[src/rtl/serial_deserializer_16bit_pkg.sv]
// Shared constants and state encoding for the serial deserializer block.
// Latency: n/a (declarations only).
// Backpressure: n/a.
package serial_deserializer_16bit_pkg;

   // Maximum frame length in bits and output word width
   localparam int WIDTH   = 16;
   // Width of the frame-length-minus-one field sampled with start
   localparam int AMT_W   = 4;
   // Bit counter width, one extra bit so a 16-bit frame does not wrap
   localparam int CNT_W   = 5;
   // Width of the right-justification shift amount
   localparam int SHAMT_W = 4;

   typedef enum logic [1:0] {
      ST_IDLE  = 2'd0,
      ST_SHIFT = 2'd1,
      ST_DONE  = 2'd2
   } state_t;

   // Frame length is amt+1; widen first so amt=15 yields 16, not 0
   function automatic logic [CNT_W-1:0] frame_len(input logic [AMT_W-1:0] amt);
      return {1'b0, amt} + CNT_W'(1);
   endfunction

endpackage

[src/rtl/serial_deserializer_16bit_if.sv]
// Handshake and data bundle between a frame source and the deserializer.
// Latency: n/a (wiring only).
// Backpressure: none; sin_valid low simply stalls the frame.
interface serial_deserializer_16bit_if #(
   parameter int WIDTH = 16
);
   logic             start;
   logic [3:0]       amt;
   logic             choice;
   logic             sin;
   logic             sin_valid;
   logic [WIDTH-1:0] y;
   logic             done;
   logic             busy;

   modport master (
      output start, amt, choice, sin, sin_valid,
      input  y, done, busy
   );

   modport slave (
      input  start, amt, choice, sin, sin_valid,
      output y, done, busy
   );
endinterface

[src/rtl/shift_align_16bit.sv]
// Combinational logical right shift used to right-justify LSB-first frames.
// Latency: 0 cycles (pure combinational).
// Backpressure: none.
module shift_align_16bit
   import serial_deserializer_16bit_pkg::*;
(
   input  logic [WIDTH-1:0]   i_dat,
   input  logic [SHAMT_W-1:0] i_shamt,
   output logic [WIDTH-1:0]   o_dat
);

   // Zero-filling shift moves the top-aligned bits down to the LSBs
   assign o_dat = i_dat >> i_shamt;

endmodule

[src/rtl/serial_deserializer_16bit.sv]
// Collects a 1..16 bit serial frame (MSB- or LSB-first) into an LSB-justified word.
// Latency: done pulses the cycle after the last bit is sampled; y updates with it.
// Backpressure: sin_valid low holds the frame indefinitely; start ignored while busy.
module serial_deserializer_16bit #(
   parameter int WIDTH = serial_deserializer_16bit_pkg::WIDTH
) (
   input  logic                       clk,
   input  logic                       reset_n,
   serial_deserializer_16bit_if.slave bus
);
   import serial_deserializer_16bit_pkg::*;

   // Full-frame length as a counter-width constant, used for alignment
   localparam logic [CNT_W-1:0] FULL_LEN = CNT_W'(WIDTH);

   state_t             r_state;
   logic [WIDTH-1:0]   r_sr;
   logic [WIDTH-1:0]   r_y;
   logic [CNT_W-1:0]   r_cnt;
   logic [CNT_W-1:0]   r_len;
   logic               r_choice;
   logic               r_done;
   logic               r_busy;

   logic [WIDTH-1:0]   w_sr_next;
   logic [CNT_W-1:0]   w_cnt_next;
   logic [SHAMT_W-1:0] w_shamt;
   logic [WIDTH-1:0]   w_aligned;
   logic [WIDTH-1:0]   w_y_next;

   // Next shift-register value for the latched direction
   always_comb begin
      w_sr_next = r_sr;
      if (r_choice) begin
         w_sr_next = {bus.sin, r_sr[WIDTH-1:1]};
      end else begin
         w_sr_next = {r_sr[WIDTH-2:0], bus.sin};
      end
   end

   assign w_cnt_next = r_cnt + CNT_W'(1);

   // LSB-first frames sit at the top of the register; shift down by 16-len
   assign w_shamt = SHAMT_W'(FULL_LEN - r_len);

   shift_align_16bit u_align (
      .i_dat   (w_sr_next),
      .i_shamt (w_shamt),
      .o_dat   (w_aligned)
   );

   // MSB-first frames already occupy the low len bits and are zero above
   assign w_y_next = r_choice ? w_aligned : w_sr_next;

   // Frame FSM with registered outputs: IDLE -> SHIFT -> DONE -> IDLE
   always_ff @(posedge clk or negedge reset_n) begin
      if (!reset_n) begin
         r_state  <= ST_IDLE;
         r_sr     <= '0;
         r_y      <= '0;
         r_cnt    <= '0;
         r_len    <= '0;
         r_choice <= 1'b0;
         r_done   <= 1'b0;
         r_busy   <= 1'b0;
      end else begin
         case (r_state)
            ST_IDLE: begin
               r_done <= 1'b0;
               if (bus.start) begin
                  r_choice <= bus.choice;
                  r_len    <= frame_len(bus.amt);
                  r_sr     <= '0;
                  r_cnt    <= '0;
                  r_busy   <= 1'b1;
                  r_state  <= ST_SHIFT;
               end
            end
            ST_SHIFT: begin
               if (bus.sin_valid) begin
                  r_sr  <= w_sr_next;
                  r_cnt <= w_cnt_next;
                  if (w_cnt_next == r_len) begin
                     r_y     <= w_y_next;
                     r_done  <= 1'b1;
                     r_state <= ST_DONE;
                  end
               end
            end
            ST_DONE: begin
               r_done  <= 1'b0;
               r_busy  <= 1'b0;
               r_state <= ST_IDLE;
            end
            default: begin
               r_done  <= 1'b0;
               r_busy  <= 1'b0;
               r_state <= ST_IDLE;
            end
         endcase
      end
   end

   assign bus.y    = r_y;
   assign bus.done = r_done;
   assign bus.busy = r_busy;

endmodule

[src/flat_wrapper.sv]
// flat-port wrapper written by rule: the top's interface ports become plain ports
module serial_deserializer_16bit_flat import serial_deserializer_16bit_pkg::*;
#(
   parameter int WIDTH = serial_deserializer_16bit_pkg::WIDTH
)
  (clk, reset_n, bus_start, bus_amt, bus_choice, bus_sin, bus_sin_valid, bus_y, bus_done, bus_busy);
  serial_deserializer_16bit_if #(.WIDTH(WIDTH)) bus_i ();
  input  logic clk;
  input  logic reset_n;
  input wire logic [$bits(bus_i.start)-1:0] bus_start;
  input wire logic [$bits(bus_i.amt)-1:0] bus_amt;
  input wire logic [$bits(bus_i.choice)-1:0] bus_choice;
  input wire logic [$bits(bus_i.sin)-1:0] bus_sin;
  input wire logic [$bits(bus_i.sin_valid)-1:0] bus_sin_valid;
  output wire logic [$bits(bus_i.y)-1:0] bus_y;
  output wire logic [$bits(bus_i.done)-1:0] bus_done;
  output wire logic [$bits(bus_i.busy)-1:0] bus_busy;
  assign bus_i.start = bus_start;
  assign bus_i.amt = bus_amt;
  assign bus_i.choice = bus_choice;
  assign bus_i.sin = bus_sin;
  assign bus_i.sin_valid = bus_sin_valid;
  assign bus_y = bus_i.y;
  assign bus_done = bus_i.done;
  assign bus_busy = bus_i.busy;
  serial_deserializer_16bit #(.WIDTH(WIDTH)) u_core (.clk(clk), .reset_n(reset_n), .bus(bus_i));
endmodule
[config.mk]
export PLATFORM = sky130hd
export DESIGN_NAME = serial_deserializer_16bit_flat
export DESIGN_NICKNAME = d
export VERILOG_FILES = /design/src/rtl/serial_deserializer_16bit_pkg.sv /design/src/rtl/serial_deserializer_16bit_if.sv /design/src/rtl/shift_align_16bit.sv /design/src/rtl/serial_deserializer_16bit.sv /design/src/flat_wrapper.sv
export SDC_FILE = /design/constraint.sdc
export NUM_CORES = 1
export LEC_CHECK = 0
export ABC_AREA = 1
export ABC_CLOCK_PERIOD_IN_PS = 4400
export CAP_MARGIN = 0
export CORE_MARGIN = 2
export CORE_UTILIZATION = 55
export CTS_CLUSTER_SIZE = 20
export DETAILED_ROUTE_END_ITERATION = 10
export PLACE_DENSITY = 0.89
export SETUP_SLACK_MARGIN = 0.05
export SLEW_MARGIN = 15
export SYNTH_ARGS = -nofsm -noshare
export SYNTH_HDL_FRONTEND = slang
export SYNTH_SLANG_ARGS = --single-unit
[constraint.sdc]
create_clock -name clk -period 4.4 [get_ports clk]
set_clock_uncertainty 0.2 [all_clocks]
set_input_delay 0.66 -clock clk [delete_from_list [all_inputs] [get_ports clk]]
set_output_delay 0.66 -clock clk [all_outputs]
set_load 0.02 [all_outputs]
==> impl_metrics.json <==
{
  "outcome": "finished, final reports clean",
  "grt_pass1_vias": 2621,
  "drc": 0,
  "clock_sinks": 47,
  "cts_root_buf": "clkbuf_8",
  "synth_simple_gate_area_share_pct": 38.6,
  "die_x_um": 77.7,
  "multiInputGateArea_um2": 1560,
  "yosysUniqueCellTypes": 27,
  "max_cap_viol_count": 0,
  "ioPinCount": 28,
  "vdd_ir_drop_max_v": 0.000371,
  "cts_buffers": 5,
  "drive_gt1_share_pct": 7.85,
  "die_h_um": 77.7,
  "clkTransAtPathRegs_ns": 0.10,
  "synthesis.nets": 430,
  "dieArea_um2": 6040,
  "antenna_found_initial": 0,
  "synth_adder_area_share_pct": 1.26,
  "start_util_pct": 57.8,
  "slew_headroom_pct": 31.3,
  "fill_cells": 465,
  "holdWs_ns": 0.282,
  "synth_area_per_cell_um2": 7.17,
  "synthCells": 417,
  "ys_seq_elements": 47,
  "crit_required_ns": 4.42,
  "core_region_area_um2": 5170,
  "area_delta_synth_final_pct": 10.8,
  "cts_setup_buffers": 0,
  "routedWlPerCell_um": 15.3,
  "track_usage_pct": 27.3,
  "period_minus_slack_ns": 3.03,
  "gp_congestion": 0.997,
  "layout.cells.non_filler": 503,
  "finalCoreUtilization_pct": 64.0,
  "grt_pass1_wl_um": 13000,
  "place_inst": 495,
  "tightestPinTransition_ns": 1.03,
  "clk_path_buf_depth": 2,
  "post-dp-hpwl_um": 5870,
  "drt_iter0_markers": 284,
  "startpoint_type": "register",
  "cp-end-kind": "register",
  "vias": 2956,
  "crit_type": "register to register",
  "clkLatencyLatePin_ns": 0.31,
  "cp.arrival_ns": 3.05,
  "hold_viol_final": 0,
  "p_leak_nw": 1.68,
  "pwr_density_cell_nw_per_um2": 785,
  "synthMuxAreaShare_pct": 0,
  "vias_per_cell": 5.88,
  "cts_tree": "built",
  "ctsResizeCount": 0,
  "detail-route-antenna-nets": 0,
  "seq_area_frac_synth_pct": 39.4,
  "dr.pass1.iters": 5,
  "htree_levels": 2,
  "rows": 26,
  "wl_um": 7720,
  "min_path_type": "register to register",
  "n_antenna_cell": 0,
  "synth.cell_area_um2": 2990,
  "tns_ns": 0,
  "worst-path-max-fanout": 20,
  "synth_compound_area_share_pct": 11.4,
  "grt_max_degree": 48,
  "fin_crit_sh_pct": 68.9,
  "synth_top_family_by_area": "simple AND/OR/NAND/NOR gates",
  "setup_viol": 0,
  "portBuffers": 27,
  "synthXorXnorAreaFrac_pct": 0.879,
  "ctsHoldBuffers": 0,
  "yosysWarnings": 0,
  "max_freq_ghz": 0.330,
  "layout.area.seq_um2": 1180,
  "maxSlewViolCount": 0,
  "grt_overflow": 0,
  "fin_nets": 445,
  "rsz0062_at_grt": "no"
}
final cells by class:
cell class / count / area share [%]
Inverter: 33 / 3.82
Tap cell: 70 / 2.65
Clock inverter: 2 / 0.491
Timing Repair Buffer: 28 / 8.24
Multi-Input combinational cell: 317 / 47.1
Clock buffer: 6 / 2.19
Sequential cell: 47 / 35.5
flip-flops by register name, indices dropped and copies added (netlist names):
register and count:
u_core.r_state 2, u_core.r_choice 1, u_core.bus.busy 1, u_core.r_len 5, u_core.r_sr 16, u_core.bus.done 1, u_core.r_cnt 5, u_core.bus.y 16
synth_stat cells (all sizes together):
| library cell | number | area share (%) |
|---|---|---|
| xnor2 | 2 | 0.59 |
| a21boi | 2 | 0.50 |
| clkinv | 1 | 0.13 |
| buf | 12 | 3.3 |
| clkbuf | 8 | 1.0 |
| a21oi | 20 | 4.0 |
| dfrtp | 47 | 39 |
| inv | 32 | 4.1 |
| nand2 | 115 | 15 |
| a31o | 14 | 4.1 |
| nor2 | 21 | 2.9 |
| ha | 3 | 1.3 |
| nand4 | 3 | 0.63 |
| xor2 | 1 | 0.29 |
| o21ai | 13 | 2.2 |
| nand3 | 120 | 20 |
| o22ai | 3 | 0.63 |
worst paths after layout:
kind                                   from          endpoint  slack, ns  cells past startpoint
max in group asynchronous           reset_n   u_core.bus.y[3]       3.04                      1
max                         u_core.r_len[0]   u_core.bus.y[7]       1.37                      9
max reg2reg                 u_core.r_len[0]   u_core.bus.y[7]       1.37                      9
min in group asynchronous           reset_n   u_core.r_cnt[1]       0.32                      1
min                        u_core.bus.y[12]  u_core.bus.y[12]       0.28                      2
min reg2reg                u_core.bus.y[12]  u_core.bus.y[12]       0.28                      2
placed cells by master (no fill, tap or decap), types with 2 or more instances in the layout:
cell type	count
a21oi_1	17
clkdlybuf4s50_1	26
nor2_1	20
xnor2_1	2
o21ai_0	12
inv_1	30
nand2_1	112
nand4_1	3
nand3_1	118
clkbuf_8	5
nand3_2	2
dfrtp_1	47
ha_1	3
nand2_2	3
a21boi_0	2
a31o_2	14
a21oi_2	2
o22ai_1	3
per-layer routing:
metal	global-route usage (%)	vias up	part of all wire (%)
met5	0	-	0
met2	41.8	115	45
met4	5.54	0	0.89
met3	3.84	6	6.1
li1	-	1447	-
met1	41.2	1388	48
where the power goes:
part / leakage, nW / total (W) / switching [W] / internal, W
clock network: 0.0418 / 0.000266 / 0.000152 / 0.000114
registers: 0.613 / 0.000755 / 0.000162 / 0.000592
logic: 1.03 / 0.00158 / 0.00103 / 0.000554
stage by stage:
step	cell area, µm²	power, W	setup slack (ns)
2_1_floorplan	2990	0.00193	2.25
3_3_place_gp	3220	0.00230	1.54
3_5_place_dp	3220	0.00231	1.48
4_1_cts	3310	0.00258	1.45
5_1_grt	3310	0.00283	1.12
6_report	3310	0.00260	1.37
cells by family (layout without fill, tap and decap cells):
kind of cell             count (synthesis)  in the layout
AND/OR/NAND/NOR                        259            259
buffers and inverters                   53             69
AO/OA/AOI/OAI                           52             52
flip-flops                              47             47
adder cells (fa/ha/maj)                  3              3
XOR/XNOR                                 3              3
worst max-delay path: stages (launching register included):
cell,delay (ns)
dfrtp_1,0.71
inv_2,0.30
ha_1,0.66
inv_1,0.35
nand3_1,0.22
nor2_1,0.07
a21oi_1,0.20
nand3_1,0.09
nor2_1,0.10
nor2_1,0.04
No activity file was read; power rests on OpenSTA's default activity.
